[src/rtl/seq_subtractor_if.sv]
// Operand/result handshake bundle for seq_subtractor.
// Both sides use valid/ready: a transfer happens on a rising edge where valid && ready.
interface seq_subtractor_if #(
    parameter int WIDTH = 32
);
    logic             in_valid;
    logic             in_ready;
    logic [WIDTH-1:0] a;
    logic [WIDTH-1:0] b;
    logic             bin;
    logic             abs_mode;
    logic             out_valid;
    logic             out_ready;
    logic [WIDTH-1:0] diff;
    logic             borrow_out;
    logic             neg;
    logic             ovf;
    logic             zero;

    modport master (
        output in_valid, a, b, bin, abs_mode, out_ready,
        input  in_ready, out_valid, diff, borrow_out, neg, ovf, zero
    );

    modport slave (
        input  in_valid, a, b, bin, abs_mode, out_ready,
        output in_ready, out_valid, diff, borrow_out, neg, ovf, zero
    );
endinterface

[src/rtl/seq_subtractor.sv]
// Slice-serial subtractor: A - B - bin, SLICE bits per clock with a registered borrow,
// plus an optional negate pass that turns a borrowing result into unsigned |A - B|.
module seq_subtractor #(
    parameter int WIDTH = 32,
    parameter int SLICE = 16
) (
    input  logic             clk,
    input  logic             rst,
    seq_subtractor_if.slave  bus,
    output logic [1:0]       dbg_state_o
);
    localparam int NSLICE = WIDTH / SLICE;
    localparam int IDXW   = (NSLICE > 1) ? $clog2(NSLICE) : 1;
    localparam logic [IDXW-1:0] LAST_IDX = IDXW'(NSLICE - 1);

    generate
        if ((SLICE > WIDTH) || ((WIDTH % SLICE) != 0)) begin : g_bad_param
            $error("seq_subtractor: WIDTH must be a multiple of SLICE and SLICE <= WIDTH");
        end
    endgenerate

    typedef enum logic [1:0] {IDLE, SUB, NEG, DONE} state_t;

    state_t           state_q;
    logic [IDXW-1:0]  idx_q;
    logic             brw_q;
    logic             abs_q;
    logic [WIDTH-1:0] a_q;
    logic [WIDTH-1:0] b_q;
    logic [WIDTH-1:0] d_q;
    logic             out_valid_q;
    logic             borrow_out_q;
    logic             neg_q;
    logic             ovf_q;
    logic             zero_q;

    logic [SLICE-1:0] sl_a;
    logic [SLICE-1:0] sl_b;
    logic [SLICE-1:0] sl_d;
    logic             brw_d;
    logic [WIDTH-1:0] d_d;
    int               lo;

    // The negate pass reuses the same slice subtractor with a forced-zero minuend.
    always_comb begin
        lo = int'(idx_q) * SLICE;
        if (state_q == NEG) begin
            sl_a = '0;
            sl_b = d_q[lo +: SLICE];
        end else begin
            sl_a = a_q[lo +: SLICE];
            sl_b = b_q[lo +: SLICE];
        end
        {brw_d, sl_d} = {1'b0, sl_a} - {1'b0, sl_b} - {{SLICE{1'b0}}, brw_q};
        d_d = d_q;
        d_d[lo +: SLICE] = sl_d;
    end

    always_ff @(posedge clk) begin
        if (rst) begin
            state_q      <= IDLE;
            idx_q        <= '0;
            brw_q        <= 1'b0;
            abs_q        <= 1'b0;
            a_q          <= '0;
            b_q          <= '0;
            d_q          <= '0;
            out_valid_q  <= 1'b0;
            borrow_out_q <= 1'b0;
            neg_q        <= 1'b0;
            ovf_q        <= 1'b0;
            zero_q       <= 1'b0;
        end else begin
            case (state_q)
                IDLE: begin
                    if (bus.in_valid) begin
                        a_q     <= bus.a;
                        b_q     <= bus.b;
                        abs_q   <= bus.abs_mode;
                        brw_q   <= bus.bin & ~bus.abs_mode;
                        idx_q   <= '0;
                        state_q <= SUB;
                    end
                end
                SUB: begin
                    d_q   <= d_d;
                    brw_q <= brw_d;
                    idx_q <= idx_q + IDXW'(1);
                    if (idx_q == LAST_IDX) begin
                        idx_q        <= '0;
                        borrow_out_q <= brw_d;
                        neg_q        <= d_d[WIDTH-1];
                        ovf_q        <= (a_q[WIDTH-1] != b_q[WIDTH-1]) && (d_d[WIDTH-1] != a_q[WIDTH-1]);
                        if (abs_q && brw_d) begin
                            brw_q   <= 1'b0;
                            state_q <= NEG;
                        end else begin
                            zero_q      <= (d_d == '0);
                            out_valid_q <= 1'b1;
                            state_q     <= DONE;
                        end
                    end
                end
                NEG: begin
                    d_q   <= d_d;
                    brw_q <= brw_d;
                    idx_q <= idx_q + IDXW'(1);
                    if (idx_q == LAST_IDX) begin
                        idx_q       <= '0;
                        zero_q      <= (d_d == '0);
                        out_valid_q <= 1'b1;
                        state_q     <= DONE;
                    end
                end
                DONE: begin
                    if (bus.out_ready) begin
                        out_valid_q <= 1'b0;
                        state_q     <= IDLE;
                    end
                end
                default: state_q <= IDLE;
            endcase
        end
    end

    assign bus.in_ready   = (state_q == IDLE) && !rst;
    assign bus.out_valid  = out_valid_q;
    assign bus.diff       = d_q;
    assign bus.borrow_out = borrow_out_q;
    assign bus.neg        = neg_q;
    assign bus.ovf        = ovf_q;
    assign bus.zero       = zero_q;
    assign dbg_state_o    = state_q;
endmodule

[src/flat_wrapper.sv]
// flat-port wrapper written by rule: the top's interface ports become plain ports
module seq_subtractor_flat 
#(
    parameter int WIDTH = 32,
    parameter int SLICE = 16
)
  (clk, rst, dbg_state_o, bus_in_valid, bus_a, bus_b, bus_bin, bus_abs_mode, bus_out_ready, bus_in_ready, bus_out_valid, bus_diff, bus_borrow_out, bus_neg, bus_ovf, bus_zero);
  seq_subtractor_if #(.WIDTH(WIDTH)) bus_i ();
  input  logic clk;
  input  logic rst;
  output logic [1:0] dbg_state_o;
  input wire logic [$bits(bus_i.in_valid)-1:0] bus_in_valid;
  input wire logic [$bits(bus_i.a)-1:0] bus_a;
  input wire logic [$bits(bus_i.b)-1:0] bus_b;
  input wire logic [$bits(bus_i.bin)-1:0] bus_bin;
  input wire logic [$bits(bus_i.abs_mode)-1:0] bus_abs_mode;
  input wire logic [$bits(bus_i.out_ready)-1:0] bus_out_ready;
  output wire logic [$bits(bus_i.in_ready)-1:0] bus_in_ready;
  output wire logic [$bits(bus_i.out_valid)-1:0] bus_out_valid;
  output wire logic [$bits(bus_i.diff)-1:0] bus_diff;
  output wire logic [$bits(bus_i.borrow_out)-1:0] bus_borrow_out;
  output wire logic [$bits(bus_i.neg)-1:0] bus_neg;
  output wire logic [$bits(bus_i.ovf)-1:0] bus_ovf;
  output wire logic [$bits(bus_i.zero)-1:0] bus_zero;
  assign bus_i.in_valid = bus_in_valid;
  assign bus_i.a = bus_a;
  assign bus_i.b = bus_b;
  assign bus_i.bin = bus_bin;
  assign bus_i.abs_mode = bus_abs_mode;
  assign bus_i.out_ready = bus_out_ready;
  assign bus_in_ready = bus_i.in_ready;
  assign bus_out_valid = bus_i.out_valid;
  assign bus_diff = bus_i.diff;
  assign bus_borrow_out = bus_i.borrow_out;
  assign bus_neg = bus_i.neg;
  assign bus_ovf = bus_i.ovf;
  assign bus_zero = bus_i.zero;
  seq_subtractor #(.WIDTH(WIDTH), .SLICE(SLICE)) u_core (.clk(clk), .rst(rst), .bus(bus_i), .dbg_state_o(dbg_state_o));
endmodule
[config.mk]
export PLATFORM = sky130hd
export DESIGN_NAME = seq_subtractor_flat
export DESIGN_NICKNAME = d
export VERILOG_FILES = /design/src/rtl/seq_subtractor_if.sv /design/src/rtl/seq_subtractor.sv /design/src/flat_wrapper.sv
export SDC_FILE = /design/constraint.sdc
export NUM_CORES = 1
export LEC_CHECK = 0
export ABC_AREA = 1
export BUFFER_PORTS_ARGS = -buffer_cell sky130_fd_sc_hd__buf_2
export CORE_MARGIN = 2
export CORE_UTILIZATION = 34
export DETAILED_ROUTE_END_ITERATION = 8
export PLACE_DENSITY = 0.56
export SYNTH_ARGS = -nofsm -noshare
export SYNTH_HDL_FRONTEND = slang
export SYNTH_SLANG_ARGS = --single-unit
[constraint.sdc]
create_clock -name clk -period 3.85 [get_ports clk]
set_clock_uncertainty 0.1 [all_clocks]
set_input_delay 0.1925 -clock clk [delete_from_list [all_inputs] [get_ports clk]]
set_output_delay 0.1925 -clock clk [all_outputs]
set_load 0.02 [all_outputs]
==> flow_summary.ini, run 1 <==
[timing]
hold_violations = 0
fmax_ghz = 0.275
finalCritPeriodShare_pct = 94.4
rsz0062_at_grt = false
min_period_ns = 3.63
finalSetupViolCount = 0
timing.hold.ws_ns = 0.00451
maxSlewHeadroom_pct = 29.4
slew_viol_final = 0
worstMarginPinSlew_ns = 1.06

[routing]
route.detailed.drc = 0
drtPass1Iterations = 5
drtAntennaViolNets = 0
dr_total_vias = 6350
wl_per_cell_um = 14.4
via_per_inst = 4.88
drt_wl_total_um = 18800
drt-initial-drc-count = 409

[clock_network]
htreeDepth = 3
cts-root-buf = clkbuf_16
clk_pin_slew_ns = 0.07
tritoncts = done
clock_sinks = 106
cts_buffer_depth = 2
worstSkewPairLatency_ns = 0.35
numCtsBuffers = 9

[worst_setup_path]
required_ns = 4.00
end_kind = register
start_kind = register
slowest_delay_ns = 0.42
critPathTopFamily = simple AND/OR/NAND/NOR gates
arrival_ns = 3.78
worstPathCellList = inv_1 -> ha_2 -> buf_8 -> o21ai_1 -> o22ai_1 -> fa_2 -> fa_1 -> nand2_1 -> nand2_2 -> nand2_2 -> nand2_1 -> nand2_2 -> nand3_1 -> nand2_1 -> nand2_1 -> nand2_2 -> xor2_2 -> nand3_2 -> nand3_2 -> nand2_1 -> nand2_1 -> a21oi_1
path_common_cell = nand2_1
crit_buf_inv = 2
crit_type = reg -> reg
crit_path_max_fanout = 40
worst_path_max_delay_cell = fa_1

[floorplan]
initial_utilization_pct = 34.7
die_x_um = 139
io_pins = 110
rows = 49
die_h_um = 139
dieArea_um2 = 19400
coreArea_um2 = 18000

[grt]
grt_max_degree = 70
met3_usage_pct = 2.55
grt.overflow.total = 0
grt_pass1_vias = 5705
antenna_found_initial = 0
use_met2_pct = 27.1
grtUsageTotal_pct = 19.3
grt-busiest-layer = met1
grt_pass1_wl_um = 30300
use_met1_pct = 29.9

[logic_synthesis]
synth_largest_area_cell = dfxtp_1
yosysSeqAreaShare_pct = 34.1
async_reset_ff_share_pct = 0
yosysWarnings = 0
synth_ff_type = dfxtp_1
ys_ff_latch = 106
synth_cells = 964
ys_top_cells_by_area = dfxtp_1, nor2_1, o21ai_0
synth_commonest_cells = nor2_1, o21ai_0, nand2_1, inv_1, dfxtp_1
synth_top_cell_area_share_pct = 34.1
synth_edf_count = 0
avgSynthCellArea_um2 = 6.46
yosysMostFrequentCell = nor2_1
synth_area_um2 = 6220
syn-num-nets = 1068
ys_types = 36

[place]
place_hpwl_um = 14200
gp_congestion = 0.885
place_area_um2 = 6950
place_inst = 1262
io_buffer_count = 109

[finish]
fin_cells = 1301
diodes = 0
drive_gt1_share_pct = 16.0
final_cell_area_um2 = 7530
area_growth_syn_to_layout_pct = 20.9
nNetsFinal = 1171

[worst_hold_path]
hp-class = in -> reg

[run_status]
outcome = finished clean

[run]
drv_cap = 0
flip-flops by register name, summed over array words and instances, names as in the netlist:
name,flops
u_core.bus.out_valid,1
u_core.bus.diff,32
u_core.abs_q,1
u_core.bus.ovf,1
u_core.idx_q,1
u_core.bus.borrow_out,1
u_core.dbg_state_o,2
u_core.b_q,32
u_core.bus.zero,1
u_core.brw_q,1
u_core.a_q,32
u_core.bus.neg,1
worst paths after layout:
path | startpoint | slack (ns) | cells past startpoint | end
worst max-delay path | u_core.dbg_state_o[0] | 0.22 | 22 | u_core.bus.zero
worst min-delay path | bus_a[10] | 0.005 | 3 | u_core.a_q[10]
worst max register to register | u_core.dbg_state_o[0] | 0.22 | 22 | u_core.bus.zero
worst min register to register | u_core.bus.out_valid | 0.37 | 2 | u_core.bus.out_valid
cell families (layout without fill, tap and decap cells):
family,Yosys count,count (layout),share of synthesized area (%)
AO/OA/AOI/OAI,238,238,20.6
XOR/XNOR,2,2,0.402
adder cells (fa/ha/maj),34,34,7.08
buffers and inverters,168,276,10.7
flip-flops,106,106,34.1
AND/OR/NAND/NOR,416,416,27.1
placed cells by master (no fill, tap or decap), drive strengths merged:
cell type and n:
nor3 3, ha 32, nor2 214, o211ai 21, o22ai 9, dlygate4sd3 22
o311a 1, xor2 1, or2 7, nand3 43, dfxtp 106, clkinv 1
inv 119, a32oi 1, nand3b 2, bufinv 1, fa 2, and2 2
o21ai 150, a31oi 3, xnor2 1, a21oi 51, a21o 1, a31o 1
nand2 139, clkbuf 10, nand4 6, buf 123
tightest hold or removal path: stages:
cell,delay [ns]
buf_2,0.07
o21ai_0,0.08
nor2_1,0.08
per-layer routing:
metal | up-vias | part of all wire, %
li1 | 3325 | -
met1 | 2849 | 53
met2 | 151 | 41
met3 | 25 | 4.5
met4 | 0 | 2.1
met5 | - | 0
area by class of cell:
type	count	area, um^2
Fill cell	1942	10400
Multi-Input combinational cell	690	3470
Sequential cell	106	2120
Timing Repair Buffer	145	907
Inverter	115	439
Tap cell	229	287
Clock buffer	10	229
Clock inverter	6	72.6
stage by stage:
step | utilization, % | worst slack, ns | setup TNS, ns
after global routing | 41.9 | 0.00450 | 0
after detailed placement | 38.7 | -0.0556 | -0.0556
final | 41.9 | 0.217 | 0
after floorplan | - | 0.182 | 0
after CTS | 41.6 | 0.0403 | 0
after global placement | 38.7 | 0.0391 | 0
repair_timing:
action / 4_1_cts / 5_1_grt
hold buffers: 22 / 0
setup buffers: 0 / 1
gates resized for setup: 2 / 18
pin swaps: 0 / 2
endpoints found under the setup margin: 1 / 8
endpoints found under the hold margin: 22 / 0
Power of run 1 is left out: the tool's default activity adds up to more than one toggle a clock period on the data nets, which glitch-free logic cannot reach.
==> inputs of run 2 (changes only) <==
- ABC_AREA: 1 -> 0
- SKIP_CTS_REPAIR_TIMING: unset -> 1
==> flow_summary.ini, run 2 <==
[run_status]
outcome = complete, but fails checks
violations = negative hold slack, negative setup slack

[clock_network]
clock_sinks = 106
numCtsBuffers = 9
clk_pin_slew_ns = 0.07
cts_buffer_depth = 2
worstSkewPairLatency_ns = 0.36
tritoncts = done
htreeDepth = 3
cts-root-buf = clkbuf_16

[worst_setup_path]
reg2reg_to = u_core.bus.zero
start_kind = register
path_common_cell = fa_2
reg2reg_slack_ns = -0.25
worst_path_max_delay_cell = mux4_2
required_ns = 4.05
slowest_delay_ns = 0.52
crit_buf_inv = 1
crit_path_max_fanout = 6
critPathTopFamily = simple AND/OR/NAND/NOR gates
end_kind = register
reg2reg_from = u_core.idx_q
arrival_ns = 4.30
crit_type = reg -> reg
r2r_cells = 12
worstPathCellList = buf_8 -> mux4_2 -> fa_2 -> fa_2 -> a21boi_4 -> o221ai_4 -> nor4b_1 -> a311o_1 -> nand4b_1 -> or4_4 -> or4b_4 -> mux2i_1

[timing]
min_period_ns = 4.10
fmax_ghz = 0.244
finalCritPeriodShare_pct = 107
finalSetupViolCount = 1
timing.hold.ws_ns = -0.0271
rsz0062_at_grt = true
tns_ns = -0.250
worstMarginPinSlew_ns = 1.06
setup_slack_ns = -0.250
slew_viol_final = 0
maxSlewHeadroom_pct = 29.1
hold_violations = 22

[logic_synthesis]
synth_largest_area_cell = dfxtp_1
synth_area_um2 = 5780
avgSynthCellArea_um2 = 8.02
ys_types = 59
yosysWarnings = 0
yosysSeqAreaShare_pct = 36.7
yosysMostFrequentCell = nand2_1
synth_commonest_cells = nand2_1, dfxtp_1, a21oi_1, inv_1, clkbuf_1
synth_edf_count = 0
syn-num-nets = 824
synth_ff_type = dfxtp_1
synth_top_cell_area_share_pct = 36.7
synth_cells = 720
async_reset_ff_share_pct = 0
ys_top_cells_by_area = dfxtp_1, nand2_1, a21oi_1
ys_ff_latch = 106

[grt]
grt.overflow.total = 0
grt_pass1_wl_um = 28300
grtUsageTotal_pct = 20.3
grt_pass1_vias = 5370
grt_max_degree = 80
antenna_found_initial = 0

[floorplan]
die_x_um = 134
io_pins = 110
rows = 47
coreArea_um2 = 16600
initial_utilization_pct = 34.8
dieArea_um2 = 18000
die_h_um = 134

[worst_hold_path]
hold_path_end = u_core.a_q[1]
min_path_cells = 3
min_from = bus_a[1]
hp-class = in -> reg

[finish]
nNetsFinal = 1041
n_fill_cell = 1692
final_cell_area_um2 = 8050
final_common_cell = nand2_1
drive_gt1_share_pct = 31.5
final_cell_mix = nand2_1, buf_2, a21oi_1, buf_4, dfxtp_1
multi_input_area_um2 = 3500
fin_cells = 1162
diodes = 0
final-seq-area_um2 = 2130
area_growth_syn_to_layout_pct = 39.4

[place]
dpl_worst_slack_ns = -0.375
place_area_um2 = 7160
io_buffer_count = 109
gp_congestion = 0.939
place_hpwl_um = 13900
place_inst = 1093

[routing]
dr_total_vias = 5741
drtAntennaViolNets = 0
drtPass1Iterations = 4
drt_wl_total_um = 18500
via_per_inst = 4.94
drt-initial-drc-count = 251
route.detailed.drc = 0
wl_per_cell_um = 15.9

[power]
p_leak_nw = 3.48
ir_drop_uv = 493
cellPowerDensity_nw_per_um2 = 1060

[run]
drv_cap = 0
run 2: changes by cell type after synthesis, moves of 11 or more:
cell | before | now
a211oi_1 | 0 | 12
a21oi_1 | 51 | 105
inv_1 | 112 | 38
mux2i_1 | 0 | 20
mux4_2 | 0 | 15
nand2_1 | 134 | 189
nand3_1 | 41 | 7
nor2_1 | 214 | 32
o211ai_1 | 21 | 2
o21ai_0 | 142 | 7
or2_2 | 6 | 17
run 2: through the flow:
step	power (mW)	utilization [%]
after floorplan	4.80	-
after global placement	7.12	43.2
after detailed placement	7.13	43.2
after CTS	8.03	44.8
after global routing	9.21	48.6
final	8.55	48.6
run 2: worst max path at each step:
stage / from / endpoint / slack (ns) / cells past startpoint
floorplan: u_core.dbg_state_o[0] / u_core.bus.zero / -0.15 / 16
global placement: u_core.idx_q / u_core.bus.zero / -0.28 / 15
detailed placement: u_core.idx_q / u_core.bus.zero / -0.37 / 14
CTS: u_core.idx_q / u_core.bus.zero / -0.41 / 11
global route: u_core.idx_q / u_core.bus.zero / -0.40 / 12
finish: u_core.idx_q / u_core.bus.zero / -0.25 / 12
run 2: logic make-up after synthesis:
logic type	after synthesis	share of synthesized area, %
simple gates	292	22.2
xor+xnor	8	1.21
buf+inv	83	5.68
compound gates	160	16.6
flops	106	36.7
fa+ha+maj	34	7.63
mux	37	9.97
run 2: where the power goes:
group          total [mW]  leakage, nW  switching, mW  internal [mW]
Combinational        6.16         2.48           3.15           3.00
Clock               0.876        0.131          0.432          0.445
Sequential           1.52        0.869          0.179           1.34
run 2: layer usage:
metal | wire length [um] | global-route usage [%] | vias up
met1 | 8570 | 27.3 | 2669
met4 | 335 | 5.96 | 0
met3 | 989 | 4.01 | 21
li1 | - | - | 2907
met5 | 0 | 0 | -
met2 | 8630 | 32.9 | 144
run 2: layout make-up:
class / count / share of cell area [%]
sequential: 106 / 26.5
clock buffer: 11 / 2.89
multi-input combinational: 531 / 43.4
clock inverter: 5 / 0.482
inverter: 38 / 1.80
tap: 220 / 3.42
timing repair buffer: 251 / 21.5
run 2: worst reg2reg max path, stage by stage, from the launching register on:
cell and delay (ns):
dfxtp_4 0.41, buf_8 0.14, mux4_2 0.52, fa_2 0.39, fa_2 0.40, a21boi_4 0.25, o221ai_4 0.13, nor4b_1 0.16
a311o_1 0.28, nand4b_1 0.19, or4_4 0.43, or4b_4 0.51, mux2i_1 0.13
Note: power is estimated with default switching activity, not from simulation.
==> inputs of run 3 (changes only) <==
- TNS_END_PERCENT: unset -> 10
==> flow_summary.ini, run 3 (synthesis results as in run 2) <==
[routing]
drt-initial-drc-count = 237
dr_total_vias = 5704
drtAntennaViolNets = 0
wl_per_cell_um = 15.9
drtPass1Iterations = 4
drt_wl_total_um = 18400
via_per_inst = 4.91
route.detailed.drc = 0

[timing]
setup_slack_ns = -0.250
rsz0062_at_grt = true
timing.hold.ws_ns = -0.0283
slew_viol_final = 0
fmax_ghz = 0.244
finalCritPeriodShare_pct = 106
maxSlewHeadroom_pct = 30.3
finalSetupViolCount = 3
tns_ns = -0.317
min_period_ns = 4.10
hold_violations = 21
worstMarginPinSlew_ns = 1.04

[clock_network]
clock_sinks = 106
cts-root-buf = clkbuf_16
cts_buffer_depth = 2
clk_pin_slew_ns = 0.07
tritoncts = done
numCtsBuffers = 9
htreeDepth = 3
worstSkewPairLatency_ns = 0.36

[worst_setup_path]
arrival_ns = 4.30
worst_path_max_delay_cell = mux4_2
crit_type = reg -> reg
slowest_delay_ns = 0.52
start_kind = register
required_ns = 4.05
path_common_cell = fa_2
end_kind = register
crit_path_max_fanout = 6
worstPathCellList = buf_8 -> mux4_2 -> fa_2 -> fa_2 -> a21boi_4 -> o221ai_4 -> nor4b_1 -> a311o_1 -> nand4b_1 -> or4_4 -> or4b_4 -> mux2i_1

[grt]
grt_pass1_vias = 5370
antenna_found_initial = 0
grt_pass1_wl_um = 28300
grtUsageTotal_pct = 20.3
grt.overflow.total = 0
grt_max_degree = 80

[run]
drv_cap = 0

[power]
cellPowerDensity_nw_per_um2 = 1050
p_leak_nw = 3.47
ir_drop_uv = 500

[floorplan]
initial_utilization_pct = 34.8
die_h_um = 134
rows = 47
dieArea_um2 = 18000
die_x_um = 134
coreArea_um2 = 16600
io_pins = 110

[run_status]
violations = negative hold slack, negative setup slack
outcome = complete, but fails checks

[finish]
area_growth_syn_to_layout_pct = 38.6
final_util_pct = 48.3
nNetsFinal = 1041
final_common_cell = nand2_1
drive_gt1_share_pct = 30.9
diodes = 0
final_cell_area_um2 = 8000
final_cell_mix = nand2_1, buf_2, a21oi_1, buf_4, dfxtp_1

[worst_hold_path]
hp-class = in -> reg

[place]
place_area_um2 = 7160
gp_congestion = 0.939
dpl_worst_slack_ns = -0.375
io_buffer_count = 109
place_hpwl_um = 13900
-- run 3: cell counts in the layout (fill, tap and decap cells not counted) --
Identical to the previous run, type by type.
-- run 3: layout make-up --
type	count	area (um^2)
Fill cell	1701	8580
Sequential cell	106	2130
Timing Repair Buffer	251	1730
Inverter	38	145
Clock buffer	11	233
Multi-Input combinational cell	531	3450
Clock inverter	5	38.8
Tap cell	220	275
-- run 3: path summary, 6_finish.rpt --
kind / slack (ns) / from / cells after the start / end
setup / recovery: -0.25 / u_core.idx_q / 12 / u_core.bus.zero
hold / removal: -0.03 / bus_a[1] / 3 / u_core.a_q[1]
setup reg to reg: -0.25 / u_core.idx_q / 12 / u_core.bus.zero
hold reg to reg: 0.35 / u_core.a_q[12] / 2 / u_core.a_q[12]
-- run 3: routing by layer --
metal  track usage [%]  vias up  share of wire (%)
met5                 0        -                  0
met4              5.96        0                1.9
met1              27.3     2650                 46
met3              4.01       22                4.9
li1                  -     2899                  -
met2              32.9      133                 47
-- run 3: critical path: cells and delay by family, from the launching register on --
family / cells / cell delay [ns]
simple gates: 4 / 1.29
compound gates: 3 / 0.65
fa+ha+maj: 2 / 0.79
buf+inv: 1 / 0.14
mux: 2 / 0.65
flops: 1 / 0.41
-- run 3: report_power, final --
| part | switching (mW) | total [mW] | internal (mW) |
|---|---|---|---|
| sequential | 0.179 | 1.52 | 1.34 |
| combinational | 3.10 | 6.04 | 2.94 |
| clock | 0.429 | 0.873 | 0.444 |
| total | 3.71 | 8.43 | 4.72 |
-- run 3: stage by stage --
| stage | std cells | total power, mW |
|---|---|---|
| global placement | 1093 | 7.12 |
| floorplan | 720 | 4.80 |
| CTS | 1109 | 8.03 |
| global route | 1162 | 9.09 |
| detailed placement | 1093 | 7.13 |
| finish | 1162 | 8.43 |
